## src/rtl/itrx_aib_phy_tx_redn_seq_if.sv

```systemverilog
// Request/status bundle between the AIB config block and the TX redundancy sequencer,
// including the select vectors driven toward the TX IO buffer array.
interface itrx_aib_phy_tx_redn_seq_if #(
    parameter int NUM_IO = 20
);
    logic              cfg_req;
    logic [NUM_IO-1:0] cfg_redn;
    logic [NUM_IO-1:0] cfg_selb;
    logic              cfg_ack;
    logic              cfg_err;
    logic              busy;
    logic [NUM_IO-1:0] redn_engage;
    logic [NUM_IO-1:0] idat_selb;
    logic              tx_quiesce;

    modport master (
        output cfg_req,
        output cfg_redn,
        output cfg_selb,
        input  cfg_ack,
        input  cfg_err,
        input  busy,
        input  redn_engage,
        input  idat_selb,
        input  tx_quiesce
    );

    modport slave (
        input  cfg_req,
        input  cfg_redn,
        input  cfg_selb,
        output cfg_ack,
        output cfg_err,
        output busy,
        output redn_engage,
        output idat_selb,
        output tx_quiesce
    );
endinterface

```

## src/rtl/itrx_aib_phy_tx_redn_seq.sv

```systemverilog
// Glitch-free sequencer for TX AIB redundancy clock-mux and sync/async data selects.
// Optional status outputs (sw_count, last_err) are enabled by ITRX_AIB_PHY_REDN_SEQ_STATUS_EN.
module itrx_aib_phy_tx_redn_seq #(
    parameter int NUM_IO      = 20,
    parameter int QUIESCE_CYC = 4,
    parameter int SETTLE_CYC  = 8
) (
    input  logic clk,
    input  logic rst,
    itrx_aib_phy_tx_redn_seq_if.slave bus
`ifdef ITRX_AIB_PHY_REDN_SEQ_STATUS_EN
    ,
    output logic [7:0] sw_count,
    output logic       last_err
`endif
);

    typedef enum logic [2:0] {
        IDLE,
        CHECK,
        QUIESCE,
        SWITCH,
        SETTLE,
        RESTORE,
        DONE
    } state_t;

    localparam logic [7:0] QUIESCE_LOAD = 8'(QUIESCE_CYC - 1);
    localparam logic [7:0] SETTLE_LOAD  = 8'(SETTLE_CYC - 1);

    state_t            state;
    state_t            state_nxt;
    logic [7:0]        cnt;
    logic [7:0]        cnt_nxt;
    logic [NUM_IO-1:0] shadow_redn;
    logic [NUM_IO-1:0] shadow_selb;
    logic              redn_legal;

    logic [NUM_IO-1:0] redn_q;
    logic [NUM_IO-1:0] redn_nxt;
    logic [NUM_IO-1:0] idat_q;
    logic [NUM_IO-1:0] idat_nxt;
    logic              quiesce_q;
    logic              quiesce_nxt;
    logic              ack_q;
    logic              ack_nxt;
    logic              err_q;
    logic              err_nxt;
    logic              busy_q;
    logic              busy_nxt;

    // A legal redn vector is a thermometer filling from the MSB down: any set bit
    // must have its upper neighbour set too.
    always_comb begin
        redn_legal = 1'b1;
        for (int i = 0; i < NUM_IO - 1; i++) begin
            if (shadow_redn[i] && !shadow_redn[i+1]) begin
                redn_legal = 1'b0;
            end
        end
    end

    always_comb begin
        state_nxt   = state;
        cnt_nxt     = cnt;
        redn_nxt    = redn_q;
        idat_nxt    = idat_q;
        quiesce_nxt = quiesce_q;
        ack_nxt     = 1'b0;
        err_nxt     = 1'b0;

        case (state)
            IDLE: begin
                quiesce_nxt = 1'b0;
                if (bus.cfg_req) begin
                    state_nxt = CHECK;
                end
            end
            CHECK: begin
                if (!redn_legal) begin
                    err_nxt   = 1'b1;
                    state_nxt = IDLE;
                end else if (shadow_redn == redn_q) begin
                    state_nxt = RESTORE;
                end else begin
                    idat_nxt    = '1;
                    quiesce_nxt = 1'b1;
                    cnt_nxt     = QUIESCE_LOAD;
                    state_nxt   = QUIESCE;
                end
            end
            QUIESCE: begin
                if (cnt == 8'd0) begin
                    state_nxt = SWITCH;
                end else begin
                    cnt_nxt = cnt - 8'd1;
                end
            end
            SWITCH: begin
                redn_nxt  = shadow_redn;
                cnt_nxt   = SETTLE_LOAD;
                state_nxt = SETTLE;
            end
            SETTLE: begin
                if (cnt == 8'd0) begin
                    state_nxt = RESTORE;
                end else begin
                    cnt_nxt = cnt - 8'd1;
                end
            end
            RESTORE: begin
                idat_nxt    = shadow_selb;
                quiesce_nxt = 1'b0;
                ack_nxt     = 1'b1;
                state_nxt   = DONE;
            end
            DONE: begin
                state_nxt = IDLE;
            end
            default: begin
                state_nxt = IDLE;
            end
        endcase

        busy_nxt = (state_nxt != IDLE);
    end

    // Reset parks every buffer on the async path with data forced low.
    always_ff @(posedge clk or posedge rst) begin
        if (rst) begin
            state       <= IDLE;
            cnt         <= 8'd0;
            shadow_redn <= '0;
            shadow_selb <= '1;
            redn_q      <= '0;
            idat_q      <= '1;
            quiesce_q   <= 1'b1;
            ack_q       <= 1'b0;
            err_q       <= 1'b0;
            busy_q      <= 1'b0;
        end else begin
            state     <= state_nxt;
            cnt       <= cnt_nxt;
            redn_q    <= redn_nxt;
            idat_q    <= idat_nxt;
            quiesce_q <= quiesce_nxt;
            ack_q     <= ack_nxt;
            err_q     <= err_nxt;
            busy_q    <= busy_nxt;
            if (state == IDLE && bus.cfg_req) begin
                shadow_redn <= bus.cfg_redn;
                shadow_selb <= bus.cfg_selb;
            end
        end
    end

    assign bus.redn_engage = redn_q;
    assign bus.idat_selb   = idat_q;
    assign bus.tx_quiesce  = quiesce_q;
    assign bus.cfg_ack     = ack_q;
    assign bus.cfg_err     = err_q;
    assign bus.busy        = busy_q;

`ifdef ITRX_AIB_PHY_REDN_SEQ_STATUS_EN
    always_ff @(posedge clk or posedge rst) begin
        if (rst) begin
            sw_count <= 8'd0;
            last_err <= 1'b0;
        end else begin
            if (state == SWITCH && sw_count != 8'hFF) begin
                sw_count <= sw_count + 8'd1;
            end
            if (err_nxt) begin
                last_err <= 1'b1;
            end else if (ack_nxt) begin
                last_err <= 1'b0;
            end
        end
    end
`endif

endmodule

```

## src/flat_wrapper.sv

```systemverilog
// flat-port wrapper written by rule: the top's interface ports become plain ports
module itrx_aib_phy_tx_redn_seq_flat 
#(
    parameter int NUM_IO      = 20,
    parameter int QUIESCE_CYC = 4,
    parameter int SETTLE_CYC  = 8
)
  (clk, rst, bus_cfg_req, bus_cfg_redn, bus_cfg_selb, bus_cfg_ack, bus_cfg_err, bus_busy, bus_redn_engage, bus_idat_selb, bus_tx_quiesce);
  itrx_aib_phy_tx_redn_seq_if #(.NUM_IO(NUM_IO)) bus_i ();
  input  logic clk;
  input  logic rst;
  input wire logic [$bits(bus_i.cfg_req)-1:0] bus_cfg_req;
  input wire logic [$bits(bus_i.cfg_redn)-1:0] bus_cfg_redn;
  input wire logic [$bits(bus_i.cfg_selb)-1:0] bus_cfg_selb;
  output wire logic [$bits(bus_i.cfg_ack)-1:0] bus_cfg_ack;
  output wire logic [$bits(bus_i.cfg_err)-1:0] bus_cfg_err;
  output wire logic [$bits(bus_i.busy)-1:0] bus_busy;
  output wire logic [$bits(bus_i.redn_engage)-1:0] bus_redn_engage;
  output wire logic [$bits(bus_i.idat_selb)-1:0] bus_idat_selb;
  output wire logic [$bits(bus_i.tx_quiesce)-1:0] bus_tx_quiesce;
  assign bus_i.cfg_req = bus_cfg_req;
  assign bus_i.cfg_redn = bus_cfg_redn;
  assign bus_i.cfg_selb = bus_cfg_selb;
  assign bus_cfg_ack = bus_i.cfg_ack;
  assign bus_cfg_err = bus_i.cfg_err;
  assign bus_busy = bus_i.busy;
  assign bus_redn_engage = bus_i.redn_engage;
  assign bus_idat_selb = bus_i.idat_selb;
  assign bus_tx_quiesce = bus_i.tx_quiesce;
  itrx_aib_phy_tx_redn_seq #(.NUM_IO(NUM_IO), .QUIESCE_CYC(QUIESCE_CYC), .SETTLE_CYC(SETTLE_CYC)) u_core (.clk(clk), .rst(rst), .bus(bus_i));
endmodule
```

## config.mk

```make
export PLATFORM = sky130hd
export DESIGN_NAME = itrx_aib_phy_tx_redn_seq_flat
export DESIGN_NICKNAME = d
export VERILOG_FILES = /design/src/rtl/itrx_aib_phy_tx_redn_seq_if.sv /design/src/rtl/itrx_aib_phy_tx_redn_seq.sv /design/src/flat_wrapper.sv
export SDC_FILE = /design/constraint.sdc
export NUM_CORES = 1
export LEC_CHECK = 0
export CAP_MARGIN = 20
export CORE_MARGIN = 4
export CORE_UTILIZATION = 30
export CTS_BUF_LIST = sky130_fd_sc_hd__clkbuf_16
export CTS_CLUSTER_DIAMETER = 120
export CTS_CLUSTER_SIZE = 28
export DETAILED_ROUTE_END_ITERATION = 7
export HOLD_SLACK_MARGIN = 0.1
export PLACE_DENSITY = 0.51
export SLEW_MARGIN = 30
export SYNTH_ARGS = -nofsm -noshare
export SYNTH_HDL_FRONTEND = slang
export SYNTH_SLANG_ARGS = --single-unit
export TNS_END_PERCENT = 1
```

## constraint.sdc

```tcl
create_clock -name clk -period 10.9 [get_ports clk]
set_clock_uncertainty 0.15 [all_clocks]
set_input_delay 3.27 -clock clk [delete_from_list [all_inputs] [get_ports clk]]
set_output_delay 3.27 -clock clk [all_outputs]
set_load 0.01 [all_outputs]
```

* Word-level counts from Yosys, hierarchy flattened *
Cells that the tools add are included.

word-level totals
  flip-flop bits (word level) = 95
  bits of input ports = 43
  output and inout port bits = 44
  logic and storage cells = 108

operators by class
  $add $sub $neg = 1
  eq/ne operators = 9
  muxes and demuxes = 38
  reductions and logical operators = 50

operators with widths
  cell                 count
  $mux 20              2
  $pmux 20 s2          1
  $mux 1               24
  $mux 8               3
  $pmux 8 s3           1
  $eq 20x20->1         1
  $logic_and 1x1->1    20
  $logic_not 1->1      19
  $pmux 3 s6           1
  $mux 3               5
  $logic_not 8->1      1
  $sub 8x1->8 const B  1
  $eq 3x2->1 const B   2
  $eq 3x3->1 const B   2
  $reduce_and 3->1     2
  $reduce_bool 3->1    2
  $ne 2x2->1 const B   2
  $reduce_and 4->1     1
  $reduce_bool 2->1    2
  $reduce_or 2->1      2
  $eq 3x1->1 const B   1
  $logic_not 3->1      1
  $ne 2x1->1 const B   1
  $pmux 1 s2           1

* Depth between registers and ports, before layout *
  depth in word-level cells = 24
  depth in mapped cells = 9
  mapped depth without buffers = 8

* Least setup slack after synthesis *
Ideal clock, no wire load.

  path type = input port to flip-flop
  start point = in bus_cfg_req
  end point = reg u_core.shadow_redn[17]
  setup time = 125 ps
  arrival = 4,325 ps
  required time = 10,625 ps
  path slack = 6,300 ps
  stages = 4
  buffers on the path = 1
  cell sequence = nand2b_1 nor3_2 clkbuf_1 mux2_2

on the way
  longest elaborated chain between the ends = 1

ends and longest elaborated chain
  item                    line                             RTL
  start: declaration      flat_wrapper.sv:12               input wire logic [$bits(bus_i.cfg_req)-1:0] bus_cfg_req;
  $logic_and 1x1->1       itrx_aib_phy_tx_redn_seq.sv:150  if (state == IDLE && bus.cfg_req) begin
  end signal: assignment  itrx_aib_phy_tx_redn_seq.sv:151  shadow_redn <= bus.cfg_redn;
  end: declaration        itrx_aib_phy_tx_redn_seq.sv:35   logic [NUM_IO-1:0] shadow_redn;

Every way passes these cells.
A chain may end at the register's enable or synchronous reset.

* Worst setup path in the final report *
  start point = in bus_cfg_req
  end point = reg u_core.shadow_redn[12]

Same word-level chain as after synthesis.

==> metrics.md <==
| Metric | Value |
|---|---|
| Run status | complete, no violations |
| Final instance area | 5672 um2 |
| Max Freq | 188.7 MHz |
| Post-synthesis sequential area ratio | 55.81% |
| Initial core utilization | 30.99% |
| Final min period | 5.298 ns |
| Final TNS setup | 0 ns |
| Root buf cell | clkbuf_16 |
| Overflow after GRT | 0 |
| Post-synth net total | 424 |
| PD cells | 151.8 nW/um2 |
| Vias in the first global route | 3253 |
| Final setup vio count | 0 |
| WL final | 10710 um |
| Clk slew on worst S/H paths | 0.06 ns |
| Post-Place Cells | 630 |
| Leak Pwr | 2.308 nW |
| Netlist cell types | 48 |
| Pins Over Slew Limit | 0 |
| DIE WIDTH | 128.4 um |
| Rel. slew slack | 42.02% |
| Hold Path Class | flop to flop |
| Worst-Skew Late Latency | 0.35 ns |
| Area of the die | 16500 um2 |
| Pre-antenna DRT Iters | 4 |
| Max Root-Sink Buffers | 2 |
| Final design utilization | 40.39% |
| #FFs+latches synth | 95 |
| H-Tree Depth | 3 |
| Die Span Y | 128.4 um |
| Crit-path cells | clkdlybuf4s50_1 -> nand2b_1 -> nor3_4 -> buf_4 -> mux2_2 |
| EDFF count, synth | 0 |
| Max capacitance violation total | 0 |
| Critical path required time | 10.98 ns |
| Commonest cells after routing, fill and taps aside | 86 x clkdlybuf4s50_1, 54 x dfrtp_1, 52 x mux2_2, 41 x dfstp_2, 36 x nor2_1 |
| Most common cell after layout, fill and taps aside | clkdlybuf4s50_1 |
| Remaining DRCs | 0 |
| Post-CTS sizing | 0 |
| Max VDD drop | 0.07054 mV |
| Slowest CP cell | nor3_4 |
| Least-Margin Pin Slew | 0.8676 ns |
| Critical Path Sink Type | flop |
| IO Port Bufs | 86 |
| Fillers | 1335 |
| Initial drt markers | 134 |
| Post-DP HPWL | 7373 um |
| Worst path bufs/invs | 2 |
| CTS tree | yes |
| Sink Count | 95 |
| Largest net degree at the start of global routing | 56 |
| Primary FF master, synth | dfrtp_1 |
| Layout cell share with drive strength beyond 1 | 26.39% |
| Syn_area_per_cell | 11.48 um2 |
| Async S/R FF share, synth | 100.0% |
| Post-CTS setup buffers | 0 |
| Arr. time, crit path | 5.38 ns |
| GR Util All Layers | 13.61% |
| Mapped Area | 4352 um2 |
| ANT cells | 0 |
| Area after DPL | 5390 um2 |
| RSZ-0062 raised after global routing | false |
| Yosys warns | 0 |
| Gate Count Post-Synth | 379 |
| Kind of cell adding the most delay to the critical path | buffers and inverters |
| Remaining antenna violation count | 0 |
| Slowest cell delay on critical path | 0.65 ns |
| # hold bufs at CTS | 0 |
| Drt wl/cell | 16.57 um |
| First-pass GRT wire length | 17630 um |
| Average vias per placed instance | 4.810 |
| CTS buffer count | 9 |
| Final worst path period share | 48.61% |
| Hold Fails Final Rpt | 0 |
| Number of antenna violations at the first check in global routing | 0 |
| # IOs | 87 |
| Post-Layout Cell Count | 646 |
| Startpoint Class | input port |
| NumNets Final | 506 |
| Area grow syn2layout | 30.33% |
| Core Region | 14040 um2 |
| Row count | 43 |
| DR vias | 3107 |
| Crit Path Category | input port to flop |
| Critical path fanouts, max | 28 |
| GP Congestion | 0.7525 |
## metal layers
metal / wire length (um) / track usage, % / vias to the layer above
met1: 5066 / 18.17 / 1542
met2: 5093 / 21.42 / 45
met4: 197 / 5.493 / 0
li1: - / - / 1507
met5: 0 / 0 / -
met3: 347 / 3.072 / 13
## where the power goes
group / internal (W) / switching, W
Clock: 0.000174 / 0.000132
Combinational: 0.0000743 / 0.0000539
Sequential: 0.000395 / 0.0000321
Total: 0.000643 / 0.000218
## final timing paths
kind / cells after the start / endpoint / slack [ns] / startpoint
worst max register to register: 6 / u_core.bus.tx_quiesce / 8.08 / u_core.shadow_redn[5]
worst min register to register: 2 / u_core.bus.idat_selb[3] / 0.37 / u_core.bus.idat_selb[3]
min in group asynchronous: 2 / u_core.shadow_redn[0] / 3.20 / rst
worst min-delay path: 2 / u_core.bus.idat_selb[3] / 0.37 / u_core.bus.idat_selb[3]
max in group asynchronous: 3 / u_core.state[2] / 6.24 / rst
worst max-delay path: 5 / u_core.shadow_redn[12] / 5.60 / bus_cfg_req
## worst min-delay path: cells and delay by family, from the launching register on
kind            cells  cell delay, ns
simple gates        1            0.07
compound gates      1            0.07
flops               1            0.37
## logic make-up (layout without fill, tap and decap cells)
family | Yosys count | after routing | synth area share (%)
AOI/OAI and AO/OA | 85 | 85 | 12.22
xor gates and xnor gates | 21 | 21 | 4.227
adders and majority gates | 2 | 2 | 0.5750
buffers and inverters | 33 | 120 | 3.306
DFF | 95 | 95 | 55.81
muxes | 53 | 53 | 13.69
and+or+nand+nor | 90 | 90 | 10.18
## metrics by stage
step	worst slack (ns)	power (W)	hold WS, ns
global placement	5.190	0.0005604	0.3351
detailed placement	5.157	0.0005627	0.3599
floorplan	5.071	0.0005048	0.3440
finish	5.602	0.0008609	0.3682
CTS	5.525	0.0008744	0.3683
global route	5.449	0.0009059	0.3834
## synth_stat cells, types with 3 or more instances
master	instances	share of area, %
dfrtp_1	54	31
mux2_2	52	13
dfstp_2	41	25
nor2_1	36	3.1
a21oi_1	32	3.7
o22ai_1	21	3.0
nand2_1	17	1.5
o21ai_0	15	1.7
inv_1	12	1.0
xnor2_1	12	2.4
clkbuf_1	10	0.86
xor2_1	9	1.8
buf_2	7	0.80
nor2b_1	5	0.72
nor3_1	5	0.57
nor4_1	5	0.72
and3_1	3	0.43
nand2b_1	3	0.43
nand3_1	3	0.34
nand4_1	3	0.43
o2bb2ai_1	3	0.60
o31ai_1	3	0.52
## registers in the layout, indices dropped and copies added, names as in the netlist
signal,flops
u_core.bus.idat_selb,20
u_core.bus.redn_engage,20
u_core.shadow_redn,20
u_core.shadow_selb,20
u_core.cnt,8
u_core.state,3
u_core.bus.busy,1
u_core.bus.cfg_ack,1
u_core.bus.cfg_err,1
u_core.bus.tx_quiesce,1
## area by class of cell
class | count | area, um2 | area share [%]
clock buffers | 9 | 225.2 | 3.971
clock inverters | 7 | 56.30 | 0.9927
inverters | 13 | 50.05 | 0.8824
multi-input cells | 251 | 1788 | 31.52
flip-flops and latches | 95 | 2429 | 42.82
well taps | 180 | 225.2 | 3.971
repair buffers | 91 | 898.4 | 15.84
(Power assumes the default switching activity.)
